**src/rtl/pipeline_ctrl.sv**
```systemverilog
// Stall/flush scheduler for the five-stage pipeline: merges per-stage stall requests
// with the MEM-stage exception/ERET redirect, plus a stall-cycle counter and watchdog.
module pipeline_ctrl #(
  parameter int unsigned TIMEOUT_CYCLES = 1024,
  parameter int unsigned TIMEOUT_WIDTH  = 11
) (
  input  logic        clk,
  input  logic        rst,
  input  logic        stall_request_if,
  input  logic        stall_request_id,
  input  logic        stall_request_ex,
  input  logic        stall_request_mem,
  input  logic        exc_req,
  input  logic [31:0] exc_target,
  output logic        stall_pc,
  output logic        stall_if,
  output logic        stall_id,
  output logic        stall_ex,
  output logic        stall_mem,
  output logic        stall_wb,
  output logic        flush,
  output logic        pc_redirect_en,
  output logic [31:0] pc_redirect_addr,
  output logic [31:0] stall_cycle_count,
  output logic        stall_timeout
);

  localparam int unsigned ADDR_W = 32;
  localparam int unsigned CNT_W  = 32;
  localparam logic [TIMEOUT_WIDTH-1:0] WD_LIMIT = TIMEOUT_WIDTH'(TIMEOUT_CYCLES);
  localparam logic [TIMEOUT_WIDTH-1:0] WD_ONE   = TIMEOUT_WIDTH'(1);

  typedef enum logic {
    RUN  = 1'b0,
    PEND = 1'b1
  } state_t;

  state_t                   state;
  state_t                   state_nxt;
  logic [ADDR_W-1:0]        pend_target;
  logic                     latch_target;
  logic [TIMEOUT_WIDTH-1:0] wd_cnt;
  logic                     casc_ex;
  logic                     casc_id;
  logic                     casc_if;

  // Oldest requesting stage holds itself and every younger stage behind it
  assign casc_ex = stall_request_mem | stall_request_ex;
  assign casc_id = casc_ex | stall_request_id;
  assign casc_if = casc_id | stall_request_if;

  // Next state and same-cycle pipeline controls
  always_comb begin
    state_nxt        = state;
    latch_target     = 1'b0;
    stall_pc         = 1'b0;
    stall_if         = 1'b0;
    stall_id         = 1'b0;
    stall_ex         = 1'b0;
    stall_mem        = 1'b0;
    stall_wb         = 1'b0;
    flush            = 1'b0;
    pc_redirect_en   = 1'b0;
    pc_redirect_addr = '0;
    unique case (state)
      RUN: begin
        if (exc_req) begin
          if (stall_request_if) begin
            // Fetch cannot be abandoned: bubble MEMWB and park the redirect
            {stall_pc, stall_if, stall_id, stall_ex, stall_mem} = 5'b11111;
            latch_target = 1'b1;
            state_nxt    = PEND;
          end else begin
            flush            = 1'b1;
            pc_redirect_en   = 1'b1;
            pc_redirect_addr = exc_target;
          end
        end else begin
          stall_mem = stall_request_mem;
          stall_ex  = casc_ex;
          stall_id  = casc_id;
          stall_if  = casc_if;
          stall_pc  = casc_if;
        end
      end
      PEND: begin
        if (stall_request_if) begin
          {stall_pc, stall_if, stall_id, stall_ex, stall_mem} = 5'b11111;
        end else begin
          flush            = 1'b1;
          pc_redirect_en   = 1'b1;
          pc_redirect_addr = pend_target;
          state_nxt        = RUN;
        end
      end
      default: state_nxt = RUN;
    endcase
  end

  always_ff @(posedge clk or posedge rst) begin
    if (rst) begin
      state       <= RUN;
      pend_target <= '0;
    end else begin
      state <= state_nxt;
      if (latch_target) pend_target <= exc_target;
    end
  end

  // Performance counter: stalled cycles that are not flush cycles, wrapping
  always_ff @(posedge clk or posedge rst) begin
    if (rst) begin
      stall_cycle_count <= '0;
    end else if (stall_pc && !flush) begin
      stall_cycle_count <= stall_cycle_count + CNT_W'(1);
    end
  end

  // Watchdog: consecutive stalled cycles, saturating; timeout is sticky until reset
  always_ff @(posedge clk or posedge rst) begin
    if (rst) begin
      wd_cnt        <= '0;
      stall_timeout <= 1'b0;
    end else begin
      if (!stall_pc) begin
        wd_cnt <= '0;
      end else if (wd_cnt != WD_LIMIT) begin
        wd_cnt <= wd_cnt + WD_ONE;
      end
      if (stall_pc && (wd_cnt == WD_LIMIT - WD_ONE)) stall_timeout <= 1'b1;
    end
  end

endmodule
```
**config.mk**
```make
export PLATFORM = sky130hd
export DESIGN_NAME = pipeline_ctrl
export DESIGN_NICKNAME = d
export VERILOG_FILES = /design/src/rtl/pipeline_ctrl.sv
export SDC_FILE = /design/constraint.sdc
export NUM_CORES = 1
export LEC_CHECK = 0
export CAP_MARGIN = 20
export CORE_MARGIN = 2
export CORE_UTILIZATION = 48
export DETAILED_ROUTE_END_ITERATION = 8
export GPL_ROUTABILITY_DRIVEN = 0
export PLACE_DENSITY = 0.9
export SLEW_MARGIN = 5
export SYNTH_ARGS = -nofsm -noshare
export SYNTH_HDL_FRONTEND = slang
export SYNTH_SLANG_ARGS = --single-unit
export TNS_END_PERCENT = 20
```
**constraint.sdc**
```tcl
create_clock -name clk -period 3.3 [get_ports clk]
set_clock_uncertainty 0.05 [all_clocks]
set_input_delay 0.66 -clock clk [delete_from_list [all_inputs] [get_ports clk]]
set_output_delay 0.66 -clock clk [all_outputs]
set_load 0.02 [all_outputs]
```
==> metrics.txt, run 1 <==
outcome=completed; Synth Cell Area=around 3900 µm²; CTS max path bufs=2; hpwl dp=about 6300 µm; worst endpoint required time=approximately 2.6 ns; most used flip-flop cell after synthesis=dfrtp_1; warnings from Yosys=0; Synth top area share=roughly 49%; worst hold slack=0.446 ns; Peak Freq=~330 MHz; CP dominant cell by count=clkdlybuf4s50_1; CP peak stage delay=about 0.62 ns; flops & latches, synth=77; R2R depth=6; post-route ant nets=0; vias per cell=~5.2; post-synthesis cell count=between 300 and 400; DR WL/cell=about 15 µm; H-tree depth=3; PortBufs=110; DR pass1 iterations=4; drt total wl=a little under 9000 µm; count of final hold-check violations=0; Die Span X=roughly 94 µm; share of layout cells above drive strength 1=15.4%; CTS tree=built; Critical Path Sink Type=primary output; Layout area overhead=36.4%; Worst Setup Start Kind=primary input; RSZ-0062 raised after global routing=no; Post-CTS Setup Bufs=0; reg-to-reg slack, setup=between 1 and 1.5 ns; initial antenna violation count=0; Hold Path Depth=1; die height=94.3 µm; register area share after synthesis=approximately 49%; pin count of the biggest net entering global routing=42; dominant cell type by area after synthesis=dfrtp_1; Synth Net Count=390; final slew viol count=0; GRT overflow=0; post-route minimum period=about 3.1 ns; Num CTS Buffers=9; measured slew at the worst slew-check pin=~0.85 ns; number of DRC markers in iteration 0=between 100 and 150; Worst Hold Class=register to register; Tot GR Track Use=between 20 and 25%; top post-synthesis cells by count=dfrtp_1, nor2_1, xnor2_1, mux2_2, mux2i_1; Post-Route Utilization=between 60 and 70%; Leak=approximately 2.3 nW; Hold EP=stall_cycle_count[31]; CTS Hold Bufs=0; EDFF count, synth=0; worst-path fanout max=14; Post-CTS Resized=0; Starting Density=approximately 50%; first-pass GRT wire length=~14000 µm; CP Data Arrival Time=approximately 2.4 ns; Top-Level Pins=between 100 and 150; worst r2r src=state; Tcrit/Tclk final=92.8%; WS Path Type=primary input to primary output; Critical Path, Cell by Cell=clkdlybuf4s50_1, o21bai_4, buf_4, nor2_1, clkdlybuf4s50_1; ant diodes=0; PwrDens=between 500 and 600 nW/µm²; vias=2942; delay-heaviest family, CP=buffers and inverters; CTS Sinks=77; synth unique cells=37; most common cell in the netlist=dfrtp_1; top cells by area, synth=dfrtp_1, mux2_2, mux2i_1; maxcap violations=0; total die area=approximately 8900 µm²; r2r endpoint=stall_cycle_count[5]; nets@finish=roughly 500; master of the slowest instance on the critical path=clkdlybuf4s50_1; clock latency on the worst-skew pair=0.34 ns; total power=between 2 and 3 mW; CP Buf/Inv Count=3; Cell Rows=32; DRC errors left=0; relative slew slack=between 40% and 50%; clock-pin slew on the worst setup and hold paths=approximately 0.080 ns; worst hold start=stall_cycle_count[31]; Final setup violation count=0; setup TNS=0 ns; FFs w/ async S/R, synth=100%; CTS Root Cell=clkbuf_8; worst vdd ir=about 440 µV; vias in the first global route=approximately 3000; post-synthesis average cell area=between 10 and 15 µm²; Core Area=approximately 7800 µm²
[metrics by stage]
stage	worst slack, ns	instance area [µm²]	cells
5_1_grt	0.141	5340	564
3_3_place_gp	0.228	5100	548
2_1_floorplan	0.623	3920	348
3_5_place_dp	0.232	5100	548
4_1_cts	0.225	5340	564
6_report	0.237	5340	564
[power breakdown]
part | internal, mW | switching [mW] | leakage (nW)
Combinational | 0.347 | 0.331 | 1.15
Sequential | 1.07 | 0.114 | 0.985
Clock | 0.503 | 0.341 | 0.116
Total | 1.92 | 0.785 | 2.25
[cells by family after synthesis]
| kind of cell | count (synthesis) | share of synthesized area, % |
|---|---|---|
| simple gates | 126 | 17.7 |
| xor+xnor | 38 | 8.50 |
| fa+ha+maj | 3 | 0.958 |
| flops | 77 | 49.2 |
| other cells | 1 | 0.0957 |
| compound gates | 11 | 1.95 |
| buf+inv | 27 | 3.93 |
| mux | 65 | 17.7 |
[sequential cells by signal, indices dropped and copies added, names as in the netlist]
name and count:
pend_target 32, stall_cycle_count 32, wd_cnt 11, stall_timeout 1, state 1
[cell usage in the layout (no fill, tap or decap), types with 2 or more instances in the layout]
master | netlist | routed
or3_1 | 2 | 2
ha_1 | 3 | 3
mux2_2 | 32 | 32
xnor2_1 | 33 | 33
clkdlybuf4s50_1 | 0 | 110
xor2_1 | 5 | 5
clkbuf_8 | 0 | 9
o21ai_0 | 2 | 2
nand2_1 | 15 | 15
nand2b_1 | 2 | 2
and3_1 | 8 | 8
buf_12 | 0 | 2
inv_2 | 2 | 3
nor3_1 | 5 | 5
nand4_2 | 3 | 3
nand4_1 | 12 | 12
nand3_1 | 12 | 12
a21oi_1 | 5 | 5
nor2_1 | 46 | 46
mux2i_1 | 32 | 32
buf_4 | 5 | 6
inv_1 | 5 | 4
dfrtp_1 | 77 | 76
nor4_1 | 5 | 5
a21o_1 | 3 | 3
and4_1 | 3 | 3
nand3b_1 | 2 | 2
nand3_2 | 5 | 5
bufinv_16 | 0 | 3
[worst max-delay path by stage]
stage / depth (start not counted) / start / end
after floorplan: 1 / rst / pend_target[0]
after global placement: 5 / stall_request_if / pc_redirect_addr[19]
after detailed placement: 5 / stall_request_if / pc_redirect_addr[19]
after CTS: 6 / stall_request_if / stall_id
after global routing: 5 / stall_request_if / stall_pc
final: 5 / stall_request_if / pc_redirect_addr[15]
[final cells by class]
cell class,count,area [µm²]
Clock buffer,10,128
Clock inverter,6,111
Fill cell,589,2460
Inverter,7,26.3
Multi-Input combinational cell,244,1840
Sequential cell,77,1930
Tap cell,102,128
Timing Repair Buffer,118,1190
[routing by layer]
metal  GRT usage [%]  part of all wire, %
met1            27.7                   44
met5               0                    0
met4            7.73                  1.3
met3            3.51                  5.1
met2            33.8                   50
Note: power is estimated with default switching activity, not from simulation.
==> run 2: changes to the inputs <==
- SETUP_SLACK_MARGIN: unset -> 0.15
==> run 2 against run 1 <==
Net effect:
- non-clock buffer count is the same
- highest routed layer unchanged
- clock-buffer cell count stayed put
- clock power about the same
- critical path depth up 1
- first-iteration DRC count increased by 1.8%
- core utilization is the same
- wire length hardly changed
- fmax about the same
- sequential share of layout area unchanged
- global-route usage is the same
- final area unchanged
- cell count unchanged
==> metrics.txt, run 2 (same netlist as run 1, synthesis figures left out) <==
final slew viol count=0 (unchanged); Seq. cell area=1930 µm² (unchanged); pin count of the biggest net entering global routing=42 (unchanged); drt total wl=8670 µm (about the same); DRC errors left=0 (unchanged); Critical Path, Cell by Cell=clkdlybuf4s50_1, o21bai_4, inv_2, a21oi_1, a21o_1, clkdlybuf4s50_1; CP Data Arrival Time=2.35 ns (about the same); Tcrit/Tclk final=92.7% (about the same); hpwl dp=6290 µm (unchanged); measured slew at the worst slew-check pin=0.848 ns (-0.000318 ns); vias=2939 (-0.10%); DP Area=5100 µm² (unchanged); ant diodes=0 (unchanged); placed cells=548 (unchanged); clock-pin slew on the worst setup and hold paths=0.08 ns (about the same); worst vdd ir=437 µV (about the same); H-tree depth=3 (unchanged); Layout area overhead=36.4% (unchanged); Post-CTS Setup Bufs=0 (unchanged); CP peak stage delay=0.60 ns (-0.02 ns); Tot GR Track Use=20.6% (unchanged); nets@finish=499 (unchanged); post-route minimum period=3.06 ns (-0.00220 ns); worst hold slack=0.446 ns (unchanged); Die Span X=94.3 µm (unchanged); Final setup violation count=0 (unchanged); largest registers=pend_target x32, stall_cycle_count x32, wd_cnt x11; r2r endpoint=stall_cycle_count[5]; total die area=8900 µm² (unchanged); GRT overflow=0 (unchanged); commonest non-fill, non-tap cells in the layout=clkdlybuf4s50_1, dfrtp_1, nor2_1; Place WS=0.232 ns (unchanged); vias per cell=5.21 (-0.10%); fillers=589 (unchanged); Starting Density=50.2% (unchanged); Worst Setup Start Kind=primary input; CP dominant cell by count=clkdlybuf4s50_1; worst endpoint required time=2.59 ns (about the same); commonest non-fill, non-tap cell in the layout=clkdlybuf4s50_1; first-pass GRT wire length=14300 µm (unchanged); Hold Path Depth=1 (unchanged); design area=5340 µm² (unchanged); Post-CTS Resized=0 (unchanged); uppermost layer routed=met4; Post-Route Utilization=68.4% (unchanged); worst hold start=stall_cycle_count[31]; count of final hold-check violations=0 (unchanged); CTS Root Cell=clkbuf_8; outcome=completed; Comb power frac=25.0% (about the same); Peak Freq=327 MHz (about the same); Core Area=7810 µm² (unchanged); CTS max path bufs=2 (unchanged); Leak=2.25 nW (unchanged); Finished Layout Cells=564 (unchanged); RSZ-0062 raised after global routing=yes; Critical Path Sink Type=primary output; PortBufs=110 (unchanged); reg-to-reg slack, setup=1.16 ns (about the same); Worst Hold Class=register to register; die height=94.3 µm (unchanged); Internal Dissipation=1.92 mW (unchanged); vias in the first global route=2955 (unchanged); post-route ant nets=0 (unchanged); share of layout cells above drive strength 1=15.4% (unchanged); initial antenna violation count=0 (unchanged); Hold EP=stall_cycle_count[31]; CTS Hold Bufs=0 (unchanged); DR WL/cell=15.4 µm (about the same); switch share=29.0% (about the same); worst r2r src=state; Cell Rows=32 (unchanged); Num CTS Buffers=9 (unchanged); slack of the critical path=0.239 ns (+0.00220 ns); worst-path fanout max=5 (-9); clock latency on the worst-skew pair=0.34 ns (about the same); switching power=0.785 mW (about the same); R2R depth=6 (unchanged); WS Path Type=primary input to primary output; DR pass1 iterations=4 (unchanged); Top-Level Pins=112 (unchanged); total power=2.71 mW (about the same); PwrDens=507 nW/µm² (about the same); wire length on met2=4290 µm (-0.12%); CTS Sinks=77 (unchanged); master of the slowest instance on the critical path=clkdlybuf4s50_1; CTS tree=built; relative slew slack=43.4% (about the same); number of DRC markers in iteration 0=112 (+1.8%); DRT met1 WL=3830 µm (+0.18%); area of the multi-input gates=1840 µm² (unchanged); Reg power frac=43.8% (about the same); setup TNS=0 ns (unchanged); met3 WL=438 µm (unchanged); maxcap violations=0 (unchanged); Clock power frac=31.2% (about the same)
[run 2: cell counts in the layout (fill, tap and decap cells not counted)]
No cell type changed its count.
[run 2: layout make-up]
class / instances / area share (%)
tap: 102 / 2.39
sequential: 77 / 36.1
timing repair buffer: 118 / 22.2
inverter: 7 / 0.492
clock buffer: 10 / 2.39
multi-input combinational: 244 / 34.4
clock inverter: 6 / 2.08
[run 2: worst max path at each step]
| stage | start | endpoint | slack, ns | depth (start not counted) |
|---|---|---|---|---|
| after floorplan | rst | pend_target[0] | 0.62 | 1 |
| after global placement | stall_request_if | pc_redirect_addr[19] | 0.23 | 5 |
| after detailed placement | stall_request_if | pc_redirect_addr[19] | 0.23 | 5 |
| after CTS | stall_request_if | stall_id | 0.23 | 6 |
| after global routing | exc_req | stall_id | 0.14 | 6 |
| final | stall_request_if | stall_id | 0.24 | 6 |
[run 2: metal layers]
metal / up-vias / GRT usage (%)
met3: 11 / 3.51
met5: - / 0
li1: 1412 / -
met2: 77 / 33.8
met4: 0 / 7.73
met1: 1439 / 27.7
[run 2: power groups by stage]
stage	logic, mW	clock network, mW	registers (mW)
after global routing	0.737	0.896	1.21
after detailed placement	0.683	0	1.20
final	0.677	0.844	1.19
after floorplan	0.371	0	1.22
after global placement	0.667	0	1.19
after CTS	0.687	0.864	1.18
[run 2: critical path: cells and delay by family]
kind / cells / cell delay [ns]
buf+inv: 3 / 1.22
compound gates: 3 / 0.48
